[config.mk]
export PLATFORM = sky130hd
export DESIGN_NAME = pair_serializer
export DESIGN_NICKNAME = d
export VERILOG_FILES = /design/src/rtl/pair_serializer.sv
export SDC_FILE = /design/constraint.sdc
export NUM_CORES = 1
export LEC_CHECK = 0
export ABC_AREA = 1
export CORE_MARGIN = 4
export CORE_UTILIZATION = 57
export DETAILED_ROUTE_END_ITERATION = 12
export PLACE_DENSITY = 0.87
export SLEW_MARGIN = 20
export SYNTH_ARGS = -nofsm -noshare
export SYNTH_HDL_FRONTEND = slang
export SYNTH_SLANG_ARGS = --single-unit
[constraint.sdc]
create_clock -name clk -period 8.45 [get_ports clk]
set_input_delay 1.2675 -clock clk [delete_from_list [all_inputs] [get_ports clk]]
set_output_delay 1.2675 -clock clk [all_outputs]
set_load 0.02 [all_outputs]
[src/rtl/pair_serializer.sv]
// Two-entry complex-pair buffer that emits each pair as two consecutive registered samples.
// Optional sticky overflow flag: define PAIR_SERIALIZER_OVF_FLAG_EN.
module pair_serializer #(
  parameter int bit_width = 16
) (
  input  logic                        clk,
  input  logic                        rst,
  input  logic signed [bit_width-1:0] Re_i1,
  input  logic signed [bit_width-1:0] Im_i1,
  input  logic signed [bit_width-1:0] Re_i2,
  input  logic signed [bit_width-1:0] Im_i2,
  input  logic                        in_valid,
  output logic                        in_ready,
  output logic signed [bit_width-1:0] Re_o,
  output logic signed [bit_width-1:0] Im_o,
  output logic                        out_valid,
  output logic                        out_first,
  output logic                        ovf_err
);

  localparam int fifo_depth = 2;

  typedef struct packed {
    logic [bit_width-1:0] re1;
    logic [bit_width-1:0] im1;
    logic [bit_width-1:0] re2;
    logic [bit_width-1:0] im2;
  } pair_t;

  typedef enum logic [1:0] {IDLE, SEND1, SEND2} state_t;

  state_t               state_q, state_d;
  pair_t                mem_q [fifo_depth];
  pair_t                mem_d [fifo_depth];
  logic                 wr_ptr_q, wr_ptr_d;
  logic                 rd_ptr_q, rd_ptr_d;
  logic [1:0]           count_q, count_d;
  logic [bit_width-1:0] re_q, re_d;
  logic [bit_width-1:0] im_q, im_d;
  logic                 valid_q, valid_d;
  logic                 first_q, first_d;
  logic                 push, pop;
  pair_t                head;

  // NOTE: every signal assigned in this block gets a default first, so no
  // path leaves it unassigned and no latch is inferred.
  always_comb begin
    in_ready = ~rst & (count_q < 2'd2);
    push     = in_valid & in_ready;
    pop      = 1'b0;
    head     = mem_q[rd_ptr_q];
    state_d  = state_q;
    re_d     = re_q;
    im_d     = im_q;
    valid_d  = valid_q;
    first_d  = first_q;
    mem_d    = mem_q;

    unique case (state_q)
      SEND1: begin
        state_d = SEND2;
        re_d    = head.re2;
        im_d    = head.im2;
        valid_d = 1'b1;
        first_d = 1'b0;
        pop     = 1'b1;
      end
      default: begin
        // IDLE and SEND2 share the "start next pair if one is buffered" rule.
        if (count_q != 2'd0) begin
          state_d = SEND1;
          re_d    = head.re1;
          im_d    = head.im1;
          valid_d = 1'b1;
          first_d = 1'b1;
        end else begin
          state_d = IDLE;
          valid_d = 1'b0;
        end
      end
    endcase

    if (push) mem_d[wr_ptr_q] = '{re1: Re_i1, im1: Im_i1, re2: Re_i2, im2: Im_i2};

    wr_ptr_d = push ? ~wr_ptr_q : wr_ptr_q;
    rd_ptr_d = pop  ? ~rd_ptr_q : rd_ptr_q;
    unique case ({push, pop})
      2'b10:   count_d = count_q + 2'd1;
      2'b01:   count_d = count_q - 2'd1;
      default: count_d = count_q;
    endcase
  end

  // NOTE: the pair storage has no reset; occupancy and pointers decide what
  // is valid, so stale contents are never observed.
  always_ff @(posedge clk) begin
    mem_q <= mem_d;
  end

  // NOTE: sequential state uses non-blocking assignments so every flop samples
  // pre-edge values regardless of statement order.
  always_ff @(posedge clk) begin
    if (rst) begin
      state_q  <= IDLE;
      wr_ptr_q <= 1'b0;
      rd_ptr_q <= 1'b0;
      count_q  <= 2'd0;
      re_q     <= '0;
      im_q     <= '0;
      valid_q  <= 1'b0;
      first_q  <= 1'b0;
    end else begin
      state_q  <= state_d;
      wr_ptr_q <= wr_ptr_d;
      rd_ptr_q <= rd_ptr_d;
      count_q  <= count_d;
      re_q     <= re_d;
      im_q     <= im_d;
      valid_q  <= valid_d;
      first_q  <= first_d;
    end
  end

`ifdef PAIR_SERIALIZER_OVF_FLAG_EN
  logic ovf_q, ovf_d;

  always_comb begin
    ovf_d = ovf_q | (in_valid & ~in_ready);
  end

  always_ff @(posedge clk) begin
    if (rst) ovf_q <= 1'b0;
    else     ovf_q <= ovf_d;
  end

  assign ovf_err = ovf_q;
`else
  assign ovf_err = 1'b0;
`endif

  assign Re_o      = re_q;
  assign Im_o      = im_q;
  assign out_valid = valid_q;
  assign out_first = first_q;

endmodule

==> metrics.txt <==
# TYPE chip_impl_metric gauge
chip_impl_info{name="worstSetupStartpointType",value="primary input"} 1
chip_impl_info{name="grt_setup_unrepaired",value="false"} 1
chip_impl_metric{name="avg_cell_area_syn",unit="sq um"} 11.8
chip_impl_metric{name="grt_first_pass_wirelength",unit="um"} 21400
chip_impl_metric{name="yosysTopAreaCellShare",unit=""} 0.620
chip_impl_metric{name="rr_worst_depth",unit=""} 6
chip_impl_metric{name="ctsLongestPathBuffers",unit=""} 2
chip_impl_metric{name="layout-drive-gt1-share",unit=""} 0.0619
chip_impl_metric{name="core",unit="sq um"} 10500
chip_impl_metric{name="leakagePower",unit="nW"} 2.92
chip_impl_metric{name="rows",unit=""} 37
chip_impl_info{name="category_of_the_most_critical_setup_path",value="primary input to output port"} 1
chip_impl_metric{name="synth-seq-cells",unit=""} 168
chip_impl_metric{name="areaGrowthSynthToFinish",unit="%"} 27.2
chip_impl_info{name="clock_tree_from_tritoncts",value="done"} 1
chip_impl_metric{name="drcViolationCount",unit=""} 0
chip_impl_metric{name="drv.max_cap_violation_count",unit=""} 0
chip_impl_metric{name="post_drt_wl_per_cell",unit="um"} 17.5
chip_impl_metric{name="cts-htree-levels",unit=""} 4
chip_impl_info{name="cp-end-kind",value="output port"} 1
chip_impl_metric{name="cp_data_arrival_time",unit="ps"} 2610
chip_impl_metric{name="cts-hold-fix-buffers",unit=""} 0
chip_impl_metric{name="netlist-cell-type-count",unit=""} 19
chip_impl_info{name="hold_path_class",value="register to register"} 1
chip_impl_metric{name="routed-via-count",unit=""} 4228
chip_impl_info{name="outcome",value="finished, final reports clean"} 1
chip_impl_metric{name="initial_utilization",unit=""} 0.592
chip_impl_metric{name="achievable-frequency",unit="MHz"} 258
chip_impl_metric{name="synth_warnings",unit=""} 0
chip_impl_metric{name="finalCritPeriodShare",unit=""} 0.458
chip_impl_metric{name="final_nets",unit=""} 685
chip_impl_metric{name="antenna_left",unit=""} 0
chip_impl_metric{name="maximum_number_of_pins_on_one_net_before_global_route_repair",unit=""} 67
chip_impl_metric{name="design.die.area",unit="sq um"} 12600
chip_impl_metric{name="syn_inst",unit=""} 523
chip_impl_metric{name="fin_skew",unit="ps"} 6.76
chip_impl_metric{name="insertedDiodeCount",unit=""} 0
chip_impl_metric{name="placed_area",unit="sq um"} 7280
chip_impl_metric{name="port-buffer-count",unit=""} 101
chip_impl_metric{name="gp_congestion",unit=""} 0.778
chip_impl_metric{name="slew_headroom",unit=""} 0.259
chip_impl_info{name="ranking_of_synthesized_cells_by_area",value="sky130_fd_sc_hd__edfxtp_1 62%, sky130_fd_sc_hd__dfxtp_1 13%, sky130_fd_sc_hd__nand2_1 10%, sky130_fd_sc_hd__nand3_1 5.2%, sky130_fd_sc_hd__a21oi_1 2.9%"} 1
chip_impl_metric{name="syn-cell-area",unit="sq um"} 6200
chip_impl_metric{name="clock_insertion_delay_at_the_later_pin_of_the_skew_report",unit="ps"} 510
chip_impl_metric{name="clkSinkCount",unit=""} 168
chip_impl_metric{name="share_of_synthesized_cell_area_in_and_or_nand_and_nor_gates",unit=""} 0.163
chip_impl_metric{name="stdcell_area",unit="sq um"} 7880
chip_impl_metric{name="mappedNetlistNets",unit=""} 591
chip_impl_metric{name="cts-resized-gates",unit=""} 0
chip_impl_metric{name="actual_transition_at_the_worst_max_transition_pin",unit="ps"} 1100
chip_impl_metric{name="dp_hpwl",unit="um"} 7720
chip_impl_metric{name="cts_made_buffers",unit=""} 17
chip_impl_info{name="synth_top_family_by_area",value="simple AND/OR/NAND/NOR gates"} 1
chip_impl_metric{name="globalRouteOverflowTotal",unit=""} 0
chip_impl_info{name="clock-root-buffer",value="sky130_fd_sc_hd__clkbuf_8"} 1
chip_impl_metric{name="initial_antenna_violation_count",unit=""} 0
chip_impl_metric{name="vdd_ir_drop_max",unit="mV"} 0.160
chip_impl_metric{name="cts_post_setup_buffers_inserted",unit=""} 0
chip_impl_metric{name="totalWireLength",unit="um"} 13400
chip_impl_metric{name="height_of_the_die",unit="um"} 112
chip_impl_metric{name="grt.total_usage",unit=""} 0.218
chip_impl_info{name="final_common_cell",value="sky130_fd_sc_hd__nand2_1"} 1
chip_impl_metric{name="totalNegativeSetupSlack",unit="ps"} 0
chip_impl_metric{name="finalCriticalPeriod",unit="ps"} 3870
chip_impl_metric{name="path_clk_slew",unit="ps"} 60
chip_impl_metric{name="floorplan.die.width",unit="um"} 112
chip_impl_metric{name="min_delay_path_depth",unit=""} 2
chip_impl_metric{name="final_core_util",unit=""} 0.753
chip_impl_metric{name="setup_viol",unit=""} 0
chip_impl_info{name="yosysTopAreaCell",value="sky130_fd_sc_hd__edfxtp_1"} 1
chip_impl_metric{name="cp_max_fo",unit=""} 5
chip_impl_metric{name="route.detailed.vias_per_inst",unit=""} 5.52
chip_impl_info{name="leading_cell_types_in_the_layout_fill_and_taps_excluded",value="167 x sky130_fd_sc_hd__nand2_1, 128 x sky130_fd_sc_hd__edfxtp_1, 101 x sky130_fd_sc_hd__clkdlybuf4s50_1"} 1
chip_impl_metric{name="number_of_global_route_vias_before_repair",unit=""} 4366
chip_impl_metric{name="critPathRequiredTime",unit="ps"} 7180
chip_impl_metric{name="drt-pass1-iter-count",unit=""} 4
chip_impl_metric{name="finalMaxSlewViolations",unit=""} 0
chip_impl_metric{name="count_of_pins_on_the_block_boundary",unit=""} 103
chip_impl_metric{name="place.detailed.instances",unit=""} 734
chip_impl_metric{name="post_synth_xor_area_fraction",unit=""} 0
chip_impl_metric{name="synth_adder_area_share",unit=""} 0.00202
chip_impl_metric{name="compound_gate_fraction_of_synth_area",unit=""} 0.0565
chip_impl_metric{name="hold_viol_final",unit=""} 0
chip_impl_metric{name="detail_route.iter0.violations",unit=""} 338
chip_impl_metric{name="muxShareOfSynthArea",unit=""} 0
chip_impl_metric{name="power_density",unit="nW/um^2"} 285
chip_impl_metric{name="part_of_the_yosys_area_used_for_sequential_elements",unit=""} 0.749
chip_impl_metric{name="filler_free_cell_count_of_the_finished_design",unit=""} 766
-- registers in the layout (all words and copies together), names as in the netlist --
name and cells:
wr_ptr_q 1, out_first 1, Im_o 16, Re_o 16, state_q 2, count_q 2
mem_q 128, out_valid 1, rd_ptr_q 1
-- Yosys cell counts --
master                       n
sky130_fd_sc_hd__a21oi_1    36
sky130_fd_sc_hd__edfxtp_1  128
sky130_fd_sc_hd__buf_2      21
sky130_fd_sc_hd__o21ai_1    28
sky130_fd_sc_hd__nand2_2     2
sky130_fd_sc_hd__nor2_1      9
sky130_fd_sc_hd__buf_1       2
sky130_fd_sc_hd__clkbuf_1    5
sky130_fd_sc_hd__inv_2       1
sky130_fd_sc_hd__o21ai_0     6
sky130_fd_sc_hd__conb_1      1
sky130_fd_sc_hd__ha_1        1
sky130_fd_sc_hd__inv_1       7
sky130_fd_sc_hd__nor3_1      2
sky130_fd_sc_hd__dfxtp_1    40
sky130_fd_sc_hd__buf_4       2
sky130_fd_sc_hd__nand3_1    64
sky130_fd_sc_hd__nand2_1   167
sky130_fd_sc_hd__nor2_2      1
-- worst paths after layout --
check | startpoint | endpoint | slack [ps]
min | Re_o[2] | Re_o[2] | 530
min reg2reg | Re_o[2] | Re_o[2] | 530
max | rst | in_ready | 4580
max reg2reg | rd_ptr_q | Im_o[9] | 5810
-- stage by stage --
stage	total power, mW	worst slack (ps)	hold slack [ps]
floorplan	1.30	3450	485
finish	2.24	4580	532
global placement	1.47	4640	493
CTS	2.25	4590	531
detailed placement	1.49	4590	509
global route	2.34	4540	542
-- routing by layer --
layer	vias to the layer above	track usage	wire, um
li1	2011	-	-
met1	2025	0.269	5350
met2	165	0.372	7000
met3	27	0.0518	838
met4	0	0.0881	248
met5	-	0	0
-- layout make-up --
class	instances	area [sq um]
repair buffers	105	1040
clock buffers	28	549
multi-input cells	317	1400
inverters	8	31.3
flip-flops and latches	168	4650
well taps	136	170
clock inverters	4	47.5
fillers	657	2580
-- power by group --
group	switching (mW)	internal, mW	total [mW]	leakage, nW
Combinational	0.282	0.182	0.464	1.12
Sequential	0.0442	0.976	1.02	1.51
Clock	0.290	0.469	0.758	0.296
Total	0.616	1.63	2.24	2.92
-- worst max-delay path, cell delays in order --
cell and delay [ps]:
sky130_fd_sc_hd__clkdlybuf4s50_1 500, sky130_fd_sc_hd__nor2_1 200, sky130_fd_sc_hd__clkdlybuf4s50_1 640
-- kinds of logic after synthesis --
logic type	count (synthesis)
AOI/OAI and AO/OA	70
adders and majority gates	1
and+or+nand+nor	245
other	1
buffers and inverters	38
DFF	168
Note: power is estimated with default switching activity, not from simulation.
